<file path="src/rtl/mem_port_arbiter_if.sv">
// Signal bundle for mem_port_arbiter: two core-side req/gnt/rvalid ports and the shared sp_ram port.
// Suffixes are from the arbiter's point of view; the arbiter uses modport slave, the environment master.
interface mem_port_arbiter_if #(
    parameter int ADDR_W = 32,
    parameter int DATA_W = 32
);
    logic              m0_req_i;
    logic              m0_we_i;
    logic [ADDR_W-1:0] m0_addr_i;
    logic [DATA_W/8-1:0] m0_be_i;
    logic [DATA_W-1:0] m0_wdata_i;
    logic              m0_gnt_o;
    logic              m0_rvalid_o;
    logic [DATA_W-1:0] m0_rdata_o;

    logic              m1_req_i;
    logic              m1_we_i;
    logic [ADDR_W-1:0] m1_addr_i;
    logic [DATA_W/8-1:0] m1_be_i;
    logic [DATA_W-1:0] m1_wdata_i;
    logic              m1_gnt_o;
    logic              m1_rvalid_o;
    logic [DATA_W-1:0] m1_rdata_o;

    logic              mem_req_o;
    logic              mem_we_o;
    logic [ADDR_W-1:0] mem_addr_o;
    logic [DATA_W/8-1:0] mem_be_o;
    logic [DATA_W-1:0] mem_wdata_o;
    logic              mem_gnt_i;
    logic              mem_rvalid_i;
    logic [DATA_W-1:0] mem_rdata_i;

    logic              protocol_err_o;

    modport slave (
        input  m0_req_i, m0_we_i, m0_addr_i, m0_be_i, m0_wdata_i,
        output m0_gnt_o, m0_rvalid_o, m0_rdata_o,
        input  m1_req_i, m1_we_i, m1_addr_i, m1_be_i, m1_wdata_i,
        output m1_gnt_o, m1_rvalid_o, m1_rdata_o,
        output mem_req_o, mem_we_o, mem_addr_o, mem_be_o, mem_wdata_o,
        input  mem_gnt_i, mem_rvalid_i, mem_rdata_i,
        output protocol_err_o
    );

    modport master (
        output m0_req_i, m0_we_i, m0_addr_i, m0_be_i, m0_wdata_i,
        input  m0_gnt_o, m0_rvalid_o, m0_rdata_o,
        output m1_req_i, m1_we_i, m1_addr_i, m1_be_i, m1_wdata_i,
        input  m1_gnt_o, m1_rvalid_o, m1_rdata_o,
        input  mem_req_o, mem_we_o, mem_addr_o, mem_be_o, mem_wdata_o,
        output mem_gnt_i, mem_rvalid_i, mem_rdata_i,
        input  protocol_err_o
    );
endinterface

</file>
<file path="src/rtl/mem_port_arbiter.sv">
// Round-robin arbiter sharing one sp_ram port between the core instruction (m0) and data (m1) ports.
// Responses are routed back through an in-order owner FIFO; a stalled selection is held until granted.
module mem_port_arbiter #(
    parameter int ADDR_W  = 32,
    parameter int DATA_W  = 32,
    parameter int MAX_OUT = 2
) (
    input  logic              clk_i,
    input  logic              rst_ni,
    mem_port_arbiter_if.slave bus
);
    // Handshake: a request (req plus payload) is held until gnt is seen in the same cycle, which
    // accepts it; each accepted request later receives exactly one rvalid pulse, in accept order.

    localparam int              CNT_W   = $clog2(MAX_OUT + 1);
    localparam logic [CNT_W-1:0] MAX_CNT = CNT_W'(MAX_OUT);

    logic               last_q, last_d;
    logic               lock_q, lock_d;
    logic               lock_id_q, lock_id_d;
    logic               err_q, err_d;
    logic [CNT_W-1:0]   cnt_q, cnt_d;
    logic [MAX_OUT-1:0] fifo_q, fifo_d;
    logic [CNT_W-1:0]   wr_idx;

    logic               sel;
    logic               sel_req;
    logic               full;
    logic               mem_req;
    logic               accept;
    logic               pop;
    logic               we_mux;
    logic [ADDR_W-1:0]  addr_mux;
    logic [DATA_W/8-1:0] be_mux;
    logic [DATA_W-1:0]  wdata_mux;

    always_comb begin
        sel = 1'b0;
        if (lock_q) begin
            sel = lock_id_q;
        end else if (bus.m0_req_i && !bus.m1_req_i) begin
            sel = 1'b0;
        end else if (!bus.m0_req_i && bus.m1_req_i) begin
            sel = 1'b1;
        end else if (bus.m0_req_i && bus.m1_req_i) begin
            sel = ~last_q;
        end
    end

    // Full is judged on the registered count so a same-cycle pop never opens an extra slot.
    assign sel_req = sel ? bus.m1_req_i : bus.m0_req_i;
    assign full    = (cnt_q == MAX_CNT);
    assign mem_req = sel_req & ~full;
    assign accept  = mem_req & bus.mem_gnt_i;
    assign pop     = bus.mem_rvalid_i & (cnt_q != '0);

    always_comb begin
        we_mux    = 1'b0;
        addr_mux  = '0;
        be_mux    = '0;
        wdata_mux = '0;
        if (mem_req) begin
            we_mux    = sel ? bus.m1_we_i    : bus.m0_we_i;
            addr_mux  = sel ? bus.m1_addr_i  : bus.m0_addr_i;
            be_mux    = sel ? bus.m1_be_i    : bus.m0_be_i;
            wdata_mux = sel ? bus.m1_wdata_i : bus.m0_wdata_i;
        end
    end

    assign bus.mem_req_o   = mem_req;
    assign bus.mem_we_o    = we_mux;
    assign bus.mem_addr_o  = addr_mux;
    assign bus.mem_be_o    = be_mux;
    assign bus.mem_wdata_o = wdata_mux;

    assign bus.m0_gnt_o    = accept & ~sel;
    assign bus.m1_gnt_o    = accept & sel;
    assign bus.m0_rvalid_o = pop & ~fifo_q[0];
    assign bus.m1_rvalid_o = pop & fifo_q[0];
    assign bus.m0_rdata_o  = bus.mem_rdata_i;
    assign bus.m1_rdata_o  = bus.mem_rdata_i;
    assign bus.protocol_err_o = err_q;

    always_comb begin
        last_d    = last_q;
        lock_d    = lock_q;
        lock_id_d = lock_id_q;
        if (accept) begin
            last_d = sel;
            lock_d = 1'b0;
        end else if (mem_req) begin
            lock_d    = 1'b1;
            lock_id_d = sel;
        end else if (lock_q && !(lock_id_q ? bus.m1_req_i : bus.m0_req_i)) begin
            lock_d = 1'b0;
        end
    end

    // Owner FIFO is a shift register: head at index 0, new entry lands behind the survivors.
    always_comb begin
        err_d  = err_q | (bus.mem_rvalid_i & (cnt_q == '0));
        cnt_d  = cnt_q + CNT_W'(accept) - CNT_W'(pop);
        wr_idx = pop ? (cnt_q - CNT_W'(1)) : cnt_q;
        fifo_d = fifo_q;
        if (pop) begin
            for (int i = 0; i < MAX_OUT - 1; i++) begin
                fifo_d[i] = fifo_q[i+1];
            end
            fifo_d[MAX_OUT-1] = 1'b0;
        end
        if (accept) begin
            for (int i = 0; i < MAX_OUT; i++) begin
                if (CNT_W'(i) == wr_idx) begin
                    fifo_d[i] = sel;
                end
            end
        end
    end

    always_ff @(posedge clk_i or negedge rst_ni) begin
        if (!rst_ni) begin
            last_q    <= 1'b0;
            lock_q    <= 1'b0;
            lock_id_q <= 1'b0;
            err_q     <= 1'b0;
            cnt_q     <= '0;
            fifo_q    <= '0;
        end else begin
            last_q    <= last_d;
            lock_q    <= lock_d;
            lock_id_q <= lock_id_d;
            err_q     <= err_d;
            cnt_q     <= cnt_d;
            fifo_q    <= fifo_d;
        end
    end
endmodule

</file>
<file path="src/flat_wrapper.sv">
// flat-port wrapper written by rule: the top's interface ports become plain ports
module mem_port_arbiter_flat 
#(
    parameter int ADDR_W  = 32,
    parameter int DATA_W  = 32,
    parameter int MAX_OUT = 2
)
  (clk_i, rst_ni, bus_m0_req_i, bus_m0_we_i, bus_m0_addr_i, bus_m0_be_i, bus_m0_wdata_i, bus_m0_gnt_o, bus_m0_rvalid_o, bus_m0_rdata_o, bus_m1_req_i, bus_m1_we_i, bus_m1_addr_i, bus_m1_be_i, bus_m1_wdata_i, bus_m1_gnt_o, bus_m1_rvalid_o, bus_m1_rdata_o, bus_mem_req_o, bus_mem_we_o, bus_mem_addr_o, bus_mem_be_o, bus_mem_wdata_o, bus_mem_gnt_i, bus_mem_rvalid_i, bus_mem_rdata_i, bus_protocol_err_o);
  mem_port_arbiter_if #(.ADDR_W(ADDR_W), .DATA_W(DATA_W)) bus_i ();
  input  logic clk_i;
  input  logic rst_ni;
  input wire logic [$bits(bus_i.m0_req_i)-1:0] bus_m0_req_i;
  input wire logic [$bits(bus_i.m0_we_i)-1:0] bus_m0_we_i;
  input wire logic [$bits(bus_i.m0_addr_i)-1:0] bus_m0_addr_i;
  input wire logic [$bits(bus_i.m0_be_i)-1:0] bus_m0_be_i;
  input wire logic [$bits(bus_i.m0_wdata_i)-1:0] bus_m0_wdata_i;
  output wire logic [$bits(bus_i.m0_gnt_o)-1:0] bus_m0_gnt_o;
  output wire logic [$bits(bus_i.m0_rvalid_o)-1:0] bus_m0_rvalid_o;
  output wire logic [$bits(bus_i.m0_rdata_o)-1:0] bus_m0_rdata_o;
  input wire logic [$bits(bus_i.m1_req_i)-1:0] bus_m1_req_i;
  input wire logic [$bits(bus_i.m1_we_i)-1:0] bus_m1_we_i;
  input wire logic [$bits(bus_i.m1_addr_i)-1:0] bus_m1_addr_i;
  input wire logic [$bits(bus_i.m1_be_i)-1:0] bus_m1_be_i;
  input wire logic [$bits(bus_i.m1_wdata_i)-1:0] bus_m1_wdata_i;
  output wire logic [$bits(bus_i.m1_gnt_o)-1:0] bus_m1_gnt_o;
  output wire logic [$bits(bus_i.m1_rvalid_o)-1:0] bus_m1_rvalid_o;
  output wire logic [$bits(bus_i.m1_rdata_o)-1:0] bus_m1_rdata_o;
  output wire logic [$bits(bus_i.mem_req_o)-1:0] bus_mem_req_o;
  output wire logic [$bits(bus_i.mem_we_o)-1:0] bus_mem_we_o;
  output wire logic [$bits(bus_i.mem_addr_o)-1:0] bus_mem_addr_o;
  output wire logic [$bits(bus_i.mem_be_o)-1:0] bus_mem_be_o;
  output wire logic [$bits(bus_i.mem_wdata_o)-1:0] bus_mem_wdata_o;
  input wire logic [$bits(bus_i.mem_gnt_i)-1:0] bus_mem_gnt_i;
  input wire logic [$bits(bus_i.mem_rvalid_i)-1:0] bus_mem_rvalid_i;
  input wire logic [$bits(bus_i.mem_rdata_i)-1:0] bus_mem_rdata_i;
  output wire logic [$bits(bus_i.protocol_err_o)-1:0] bus_protocol_err_o;
  assign bus_i.m0_req_i = bus_m0_req_i;
  assign bus_i.m0_we_i = bus_m0_we_i;
  assign bus_i.m0_addr_i = bus_m0_addr_i;
  assign bus_i.m0_be_i = bus_m0_be_i;
  assign bus_i.m0_wdata_i = bus_m0_wdata_i;
  assign bus_m0_gnt_o = bus_i.m0_gnt_o;
  assign bus_m0_rvalid_o = bus_i.m0_rvalid_o;
  assign bus_m0_rdata_o = bus_i.m0_rdata_o;
  assign bus_i.m1_req_i = bus_m1_req_i;
  assign bus_i.m1_we_i = bus_m1_we_i;
  assign bus_i.m1_addr_i = bus_m1_addr_i;
  assign bus_i.m1_be_i = bus_m1_be_i;
  assign bus_i.m1_wdata_i = bus_m1_wdata_i;
  assign bus_m1_gnt_o = bus_i.m1_gnt_o;
  assign bus_m1_rvalid_o = bus_i.m1_rvalid_o;
  assign bus_m1_rdata_o = bus_i.m1_rdata_o;
  assign bus_mem_req_o = bus_i.mem_req_o;
  assign bus_mem_we_o = bus_i.mem_we_o;
  assign bus_mem_addr_o = bus_i.mem_addr_o;
  assign bus_mem_be_o = bus_i.mem_be_o;
  assign bus_mem_wdata_o = bus_i.mem_wdata_o;
  assign bus_i.mem_gnt_i = bus_mem_gnt_i;
  assign bus_i.mem_rvalid_i = bus_mem_rvalid_i;
  assign bus_i.mem_rdata_i = bus_mem_rdata_i;
  assign bus_protocol_err_o = bus_i.protocol_err_o;
  mem_port_arbiter #(.ADDR_W(ADDR_W), .DATA_W(DATA_W), .MAX_OUT(MAX_OUT)) u_core (.clk_i(clk_i), .rst_ni(rst_ni), .bus(bus_i));
endmodule
</file>
<file path="config.mk">
export PLATFORM = sky130hd
export DESIGN_NAME = mem_port_arbiter_flat
export DESIGN_NICKNAME = d
export VERILOG_FILES = /design/src/rtl/mem_port_arbiter_if.sv /design/src/rtl/mem_port_arbiter.sv /design/src/flat_wrapper.sv
export SDC_FILE = /design/constraint.sdc
export NUM_CORES = 1
export LEC_CHECK = 0
export BUFFER_PORTS_ARGS = -buffer_cell sky130_fd_sc_hd__buf_4
export CORE_AREA = 2 2 123 125
export CTS_CLUSTER_DIAMETER = 100
export DETAILED_ROUTE_END_ITERATION = 12
export DIE_AREA = 0 0 125 127
export GPL_ROUTABILITY_DRIVEN = 0
export HOLD_SLACK_MARGIN = 0.15
export MAX_ROUTING_LAYER = met4
export SYNTH_ARGS = -nofsm -noshare
export SYNTH_HDL_FRONTEND = slang
export SYNTH_SLANG_ARGS = --single-unit
export TNS_END_PERCENT = 10
</file>
<file path="constraint.sdc">
create_clock -name clk_i -period 2.1 [get_ports clk_i]
set_input_delay 0 -clock clk_i [delete_from_list [all_inputs] [get_ports clk_i]]
set_output_delay 0 -clock clk_i [all_outputs]
set_load 0.05 [all_outputs]
</file>
==> results.yml, run 1 <==
yosys:
  synth_top_family_by_area: "multiplexers"
  synth_most_common_cell: "mux2i_1"
  syn_area_per_cell_um2: 8.14
  synth_area_leaders: "mux2i_1 34%, buf_4 23%, dfrtp_1 9.2%"
  synth_cell_types: 28
  ys_seq_area_frac: 0.0921
  synth_adder_area_share: 0.0173
  postSynth.asyncResetShare: 1.00
  netlist.top_cell.by_area: "mux2i_1"
  synth_top_area_frac: 0.341
  synth_ff_type: "dfrtp_1"
  synth_compound_area_frac: 0.0293
  ys_ff_latch: 8
  synth_nets: 446
  yosys_warnings: 0
  yosys.area_share.simple: 0.207
  syn_area_um2: 2170
  synth_xor_area_frac: 0.0121
  netlist_instances: 267
  yosys-top-cells-count: "74 x mux2i_1, 66 x buf_4, 52 x nor2_1, 10 x nor2_2, 10 x nor2_4"
  muxShareOfSynthArea: 0.341
  synth_edf_count: 0
die:
  core-area_um2: 14400
  start_util: 0.151
  die_area_um2: 15900
  ios: 315
  die-height_um: 127
  rows: 44
  die_x_um: 125
outcome:
  status: "finished clean"
run:
  cap_violations: 0
drt:
  wire_per_inst_um: 12.1
  drt_iter0_markers: 38
  ant_nets: 0
  vias: 2469
  drc: 0
  firstDrtPassIters: 4
  drt-total-wl_um: 7630
  viasPerCell: 3.91
grt:
  antenna_found_initial: 0
  grt-ovfl-total: 0
  grt_pass1_wl_um: 11500
  grt_pass1_vias: 2524
  track_usage: 0.0867
  grt_max_degree: 40
clocking:
  cts.sinks: 8
  post_cts_buffers: 0
  clockBufferDepth: 2
  numCtsBuffers: 3
  htreeDepth: 1
  cts_tree: "done"
  root_buffer: "clkbuf_16"
  path_clk_slew_ns: 0.04
  clk_latency_ns: 0.24
setup_path:
  required_ns: 2.10
  worst_ep_arrival_time_ns: 1.97
  startpoint_type: "flop"
  worstSetupEndpointType: "output port"
  worstPathCellList: "nand2b_1 -> a21oi_2 -> or3_4 -> buf_12 -> nor2_1 -> buf_4"
  critical-path-top-delay-family: "simple AND/OR/NAND/NOR gates"
  cp_num_buf_inv: 2
  crit_path_top_delay_cell: "dfrtp_1"
  slowest_delay_ns: 0.39
  worstSetupPathType: "reg2out"
  worstPathMaxFanout: 35
power_and_ir_drop:
  max-vdd-ir-drop_uv: 648
  power.leakage_nw: 2.17
  powerDensity_nw_per_um2: 1560
worst_hold_path:
  hold_class: "in2reg"
sta:
  hold_viol: 0
  worstMarginPinSlew_ns: 1.03
  slew_headroom: 0.312
  fin_crit_ns: 1.97
  fin_crit_sh: 0.938
  rsz0062_at_grt: "true"
  finalSetupTns_ns: 0
  setup_viol: 0
  skew_ns: 0.00344
  max_freq_ghz: 0.508
  slew_viol_final: 0
final_layout:
  fin_nets: 629
  final_util: 0.274
  insertedDiodeCount: 0
  drive_above_1_share: 0.563
  multi_input_area_um2: 1350
  ff_latch_area_um2: 200
  fillers: 1540
  syn2layout_area_growth_pct: 81.8
placement:
  port_buffers: 218
  dpl.hpwl_um: 6030
routing by layer:
metal	GRT usage	routed length (µm)	vias to the layer above
li1	-	-	1179
met1	0.0911	2680	1115
met2	0.166	4160	162
met3	0.0159	695	13
met4	0.0242	98	0
met5	-	0	-
timing repair:
item / CTS / global route
endpoints found under the setup margin: 0 / 2
endpoints found under the hold margin: 76 / 0
gates resized for setup: 0 / 3
hold buffers: 36 / 0
layout make-up:
class / count / area share
clock buffer: 3 / 0.0190
timing repair buffer: 258 / 0.525
tap: 184 / 0.0582
inverter: 6 / 0.00570
multi-input combinational: 173 / 0.341
sequential: 8 / 0.0506
per-stage QoR:
step                cells  instance area [µm²]  power [mW]  setup slack, ns  hold WS (ns)
floorplan             267                 2170        4.52            0.129        -0.296
global placement      593                 3500        5.48            0.245        -0.174
detailed placement    593                 3500        5.54            0.142        -0.171
CTS                   632                 3940        6.17            0.126         0.237
global route          632                 3950        6.45          -0.0140         0.292
finish                632                 3950        6.15            0.130         0.242
power by group:
part	switching (mW)	internal, mW
Combinational	3.75	1.82
Sequential	0.0405	0.219
Clock	0.0799	0.246
Total	3.87	2.28
kinds of logic (layout without fill, tap and decap cells):
group	after synthesis	count (layout)
mux	74	74
compound gates	7	7
simple gates	86	86
flops	8	8
xor+xnor	3	3
fa+ha+maj	3	3
buf+inv	86	267
layout by cell type, fill, tap and decap left out, drive strengths merged, types with 2 or more instances in the layout:
cell type    count
buf            222
mux2i           74
nor2            72
dlygate4sd3     36
dfrtp            8
inv              6
nand2            3
and2             3
xnor2            3
ha               3
clkbuf           3
nand2b           2
nor3             2
worst register-to-register path, delay by kind of cell, from the launching register on:
kind | cells | cell delay [ns]
multiplexers | 1 | 0.21
AND/OR/NAND/NOR | 2 | 0.50
adder cells (fa/ha/maj) | 2 | 0.52
buffers and inverters | 2 | 0.19
flip-flops | 1 | 0.39
registers in the layout (all words and copies together) (netlist names):
signal / flops
u_core.fifo_q: 2
u_core.cnt_q: 2
u_core.lock_q: 1
u_core.lock_id_q: 1
u_core.last_q: 1
u_core.bus.protocol_err_o: 1
final timing paths:
path / cells after the start / start / slack [ns] / to
min: 3 / bus_m1_req_i / 0.24 / u_core.lock_q
max reg2reg: 7 / u_core.cnt_q[1] / 0.22 / u_core.fifo_q[1]
min in group asynchronous: 3 / rst_ni / 0.77 / u_core.fifo_q[1]
min reg2reg: 1 / u_core.bus.protocol_err_o / 0.45 / u_core.bus.protocol_err_o
max in group asynchronous: 3 / rst_ni / 1.05 / u_core.bus.protocol_err_o
max: 6 / u_core.lock_id_q / 0.13 / bus_mem_addr_o[22]
Note: power is estimated with default switching activity, not from simulation.
==> run 2: changes to the inputs <==
--- a/config.mk
+++ b/config.mk
@@ -7,6 +7,7 @@
 export LEC_CHECK = 0
 export BUFFER_PORTS_ARGS = -buffer_cell sky130_fd_sc_hd__buf_4
 export CORE_AREA = 2 2 123 125
+export CTS_BUF_LIST = sky130_fd_sc_hd__clkbuf_8
 export CTS_CLUSTER_DIAMETER = 100
 export DETAILED_ROUTE_END_ITERATION = 12
 export DIE_AREA = 0 0 125 127
==> run 2 against run 1 <==
Global-route usage decreased by 0.082 points. First-iteration DRC count decreased by 16%. Cell count unchanged. Via count shrank 0.16%. Clock-buffer cell count unchanged. Worst setup slack worse by 0.0083 ns. Sequential cell count unchanged. Power fell by 2.2%. Maximum frequency fell by 0.42%. Critical path type unchanged. Critical endpoint unchanged.
==> results.yml, run 2 (synthesis gave the netlist of run 1 again) <==
outcome:
  status: "finished clean"
drt:
  ant_nets: 0
  viasPerCell: 3.90
  drc: 0
  top_layer: "met4"
  vias: 2465
  wire_per_inst_um: 12.0
  met3_length_um: 678
  drt-total-wl_um: 7610
  firstDrtPassIters: 4
  drt_iter0_markers: 32
  wl_met1_um: 2690
  dr_wl_met2_um: 4170
grt:
  grt-ovfl-total: 0
  antenna_found_initial: 0
  grt_pass1_vias: 2519
  grt_pass1_wl_um: 11500
  grt_max_degree: 40
  track_usage: 0.0858
placement:
  dpl.hpwl_um: 6030
  port_buffers: 218
  place_area_um2: 3500
clocking:
  clockBufferDepth: 2
  root_buffer: "clkbuf_8"
  cts.sinks: 8
  cts_tree: "done"
  post_cts_buffers: 0
  htreeDepth: 1
  numCtsBuffers: 3
  path_clk_slew_ns: 0.04
  clk_latency_ns: 0.23
sta:
  holdWs_ns: 0.257
  worstMarginPinSlew_ns: 1.03
  hold_viol: 0
  slew_headroom: 0.312
  skew_ns: 0.00495
  max_freq_ghz: 0.505
  slew_viol_final: 0
  fin_crit_ns: 1.98
  rsz0062_at_grt: "true"
  setup_viol: 0
  fin_crit_sh: 0.942
  finalSetupTns_ns: 0
power_and_ir_drop:
  pwr-share-seq: 0.043
  power_mw: 6.01
  power.net_switching_mw: 3.85
  power.leakage_nw: 2.15
  p_clk_frac: 0.031
  powerDensity_nw_per_um2: 1530
  p_int_mw: 2.16
  max-vdd-ir-drop_uv: 644
  pwr-share-comb: 0.926
  switching_share: 0.641
final_layout:
  drive_above_1_share: 0.563
  multi_input_area_um2: 1350
  final_area_um2: 3920
  syn2layout_area_growth_pct: 80.2
  fin_nets: 629
  final_common_cell: "buf_4"
  fillers: 1538
  layout_common_cells: "218 x buf_4, 74 x mux2i_1, 51 x nor2_1"
  ff_latch_area_um2: 200
  insertedDiodeCount: 0
  top_regs: "u_core.cnt_q (2), u_core.fifo_q (2)"
setup_path:
  required_ns: 2.10
  worstSetupEndpointType: "output port"
  worstSetupPathType: "reg2out"
  worst_ep_arrival_time_ns: 1.98
  startpoint_type: "flop"
  regToRegSetupSlack_ns: 0.22
  worstPathMaxFanout: 35
die:
  start_util: 0.151
  rows: 44
  core-area_um2: 14400
  ios: 315
  die-height_um: 127
  die_area_um2: 15900
  die_x_um: 125
run:
  cap_violations: 0
worst_hold_path:
  hold_class: "in2reg"
## run 2: worst max-delay path: stages (launching register included)
cell      delay, ns
dfrtp_1        0.39
nand2b_1       0.18
a21oi_2        0.37
or3_4          0.24
buf_12         0.22
nor2_1         0.11
buf_4          0.20
## run 2: path summary, 6_finish.rpt
kind,startpoint,cells past startpoint,end
max,u_core.lock_id_q,6,bus_mem_addr_o[22]
min reg2reg,u_core.bus.protocol_err_o,1,u_core.bus.protocol_err_o
max in group asynchronous,rst_ni,3,u_core.bus.protocol_err_o
max reg2reg,u_core.cnt_q[1],7,u_core.fifo_q[1]
min,bus_m1_req_i,3,u_core.lock_q
min in group asynchronous,rst_ni,3,u_core.fifo_q[1]
## run 2: through the flow
stage	cells	utilization	setup WS, ns
2_1_floorplan	267	-	0.129
3_3_place_gp	593	0.243	0.245
3_5_place_dp	593	0.243	0.142
4_1_cts	632	0.271	0.130
5_1_grt	632	0.272	-0.0122
6_report	632	0.272	0.121
## run 2: power groups by stage
stage	Combinational, mW	Sequential (mW)	Clock, mW
2_1_floorplan	4.27	0.252	0
6_report	5.57	0.259	0.184
5_1_grt	5.85	0.268	0.201
3_3_place_gp	5.22	0.259	0
3_5_place_dp	5.27	0.262	0
4_1_cts	5.58	0.260	0.191
## run 2: layout make-up
type | instances | share of cell area
timing repair buffer | 258 | 0.530
multi-input combinational | 173 | 0.344
tap | 184 | 0.0587
sequential | 8 | 0.0511
clock buffer | 3 | 0.0105
inverter | 6 | 0.00575
## run 2: repair_timing
action,4_1_cts,5_1_grt
setup endpoints to repair,0,2
endpoints found under the hold margin,76,0
resized for setup,0,3
hold buffers,36,0
## run 2: layer usage
metal	track usage	vias up
met3	0.0147	12
met1	0.0914	1115
li1	-	1179
met5	-	-
met4	0.0203	0
met2	0.165	159
==> run 3: changes to the inputs <==
--- a/config.mk
+++ b/config.mk
@@ -6,14 +6,15 @@
 export NUM_CORES = 1
 export LEC_CHECK = 0
 export BUFFER_PORTS_ARGS = -buffer_cell sky130_fd_sc_hd__buf_4
-export CORE_AREA = 2 2 123 125
+export CORE_AREA = 3 3 120 122
 export CTS_BUF_LIST = sky130_fd_sc_hd__clkbuf_8
 export CTS_CLUSTER_DIAMETER = 100
 export DETAILED_ROUTE_END_ITERATION = 12
-export DIE_AREA = 0 0 125 127
+export DIE_AREA = 0 0 123 125
 export GPL_ROUTABILITY_DRIVEN = 0
 export HOLD_SLACK_MARGIN = 0.15
 export MAX_ROUTING_LAYER = met4
+export PLACE_DENSITY = 0.48
 export SYNTH_ARGS = -nofsm -noshare
 export SYNTH_HDL_FRONTEND = slang
 export SYNTH_SLANG_ARGS = --single-unit
==> run 3 against run 2 <==
Register-to-register slack about the same. Largest cell class unchanged. Global-route usage up 0.80 points. Non-clock buffer count unchanged. Cell count down 1.3%. Combinational power about the same. Critical path type unchanged. Critical path depth unchanged. Worst setup slack worse by 0.0070 ns.
==> results.yml, run 3 (synthesis gave the netlist of run 1 again) <==
clocking:
  cts_resized: 0
  htreeDepth: 1
  path_clk_slew_ns: 0.04
  numCtsBuffers: 3
  post_cts_buffers: 0
  clockBufferDepth: 2
  cts.sinks: 8
  cts_tree: "done"
  cts_hold_buf: 36
  clk_latency_ns: 0.23
  root_buffer: "clkbuf_8"
drt:
  viasPerCell: 3.89
  drc: 0
  drt-total-wl_um: 8070
  firstDrtPassIters: 4
  ant_nets: 0
  wire_per_inst_um: 12.9
  vias: 2426
  drt_iter0_markers: 38
sta:
  setup_viol: 0
  slew_headroom: 0.330
  max_freq_ghz: 0.504
  fin_crit_ns: 1.99
  worstMarginPinSlew_ns: 1.00
  holdWs_ns: 0.247
  skew_ns: 0.00161
  hold_viol: 0
  rsz0062_at_grt: "false"
  layout_setup_ws_ns: 0.114
  finalSetupTns_ns: 0
  slew_viol_final: 0
  fin_crit_sh: 0.946
setup_path:
  worst_ep_arrival_time_ns: 1.99
  worstSetupEndpointType: "output port"
  crit_path_top_delay_cell: "dfrtp_1"
  slowest_delay_ns: 0.39
  startpoint_type: "flop"
  worstPathMaxFanout: 31
  worstSetupPathType: "reg2out"
  required_ns: 2.10
  cp_num_buf_inv: 2
  worstPathCellList: "nand2b_1 -> a21oi_2 -> or3_4 -> buf_12 -> nor2_1 -> buf_4"
  regToRegSetupSlack_ns: 0.21
  critical-path-top-delay-family: "simple AND/OR/NAND/NOR gates"
final_layout:
  final_cells: 624
  final_common_cell: "buf_4"
  syn2layout_area_growth_pct: 79.1
  insertedDiodeCount: 0
  layout_common_cells: "218 x buf_4, 74 x mux2i_1, 52 x nor2_1"
  drive_above_1_share: 0.556
  top_regs: "u_core.cnt_q (2), u_core.fifo_q (2)"
  fin_nets: 629
worst_hold_path:
  hold_class: "in2reg"
die:
  die-height_um: 125
  ios: 315
  core-area_um2: 13300
  start_util: 0.164
  die_x_um: 123
  die_area_um2: 15400
  rows: 42
placement:
  dp_cells: 585
  place_ws_ns: 0.205
  port_buffers: 218
  dpl.hpwl_um: 6530
power_and_ir_drop:
  max-vdd-ir-drop_uv: 622
  power.leakage_nw: 2.15
  powerDensity_nw_per_um2: 1540
run:
  cap_violations: 0
grt:
  grt_max_degree: 45
  grt_pass1_vias: 2426
  grt-ovfl-total: 0
  grt_pass1_wl_um: 11400
  track_usage: 0.0939
  antenna_found_initial: 0
outcome:
  status: "finished clean"
-- run 3: cell types whose count changed in the layout (fill, tap and decap cells not counted) --
cell	previous run	this run
nor2_1	51	52
nor2_2	11	10
nor4_1	0	1
nor4b_2	1	0
nor4b_1	0	1
nor4_2	1	0
-- run 3: path summary, 6_finish.rpt --
check	from	end	depth (start not counted)
worst max-delay path	u_core.lock_id_q	bus_mem_addr_o[28]	6
worst min-delay path	bus_m1_req_i	u_core.lock_q	3
worst max register to register	u_core.cnt_q[1]	u_core.fifo_q[1]	7
worst min register to register	u_core.bus.protocol_err_o	u_core.bus.protocol_err_o	1
max in group asynchronous	rst_ni	u_core.lock_q	3
min in group asynchronous	rst_ni	u_core.fifo_q[0]	3
-- run 3: metrics by stage --
step            util  cell area (µm²)  total power, mW
6_report       0.293             3890             5.99
3_5_place_dp   0.263             3490             5.57
3_3_place_gp   0.263             3490             5.54
2_1_floorplan      -             2170             4.52
5_1_grt        0.293             3890             6.28
4_1_cts        0.293             3890             6.06
-- run 3: power by group --
| group | total (mW) | switching (mW) | internal (mW) |
|---|---|---|---|
| Clock | 0.185 | 0.0612 | 0.124 |
| Sequential | 0.258 | 0.0393 | 0.219 |
| Combinational | 5.55 | 3.74 | 1.81 |
-- run 3: routing by layer --
metal | wire length (µm) | vias up | track usage
li1 | - | 1178 | -
met1 | 2540 | 1070 | 0.0913
met2 | 4640 | 165 | 0.195
met3 | 793 | 13 | 0.00768
met4 | 104 | 0 | 0.0202
met5 | 0 | - | -
-- run 3: area by class of cell --
| cell class | count | area, µm² |
|---|---|---|
| multi-input combinational | 173 | 1330 |
| clock buffer | 3 | 41.3 |
| fill | 1395 | 9400 |
| inverter | 6 | 22.5 |
| tap | 176 | 220 |
| sequential | 8 | 200 |
| timing repair buffer | 258 | 2080 |
-- run 3: worst reg2reg max path: stages (launching register included) --
cell,delay (ns)
dfrtp_1,0.40
inv_1,0.08
ha_1,0.15
nand2b_1,0.18
inv_1,0.10
ha_1,0.35
nor4_1,0.34
mux2i_1,0.21
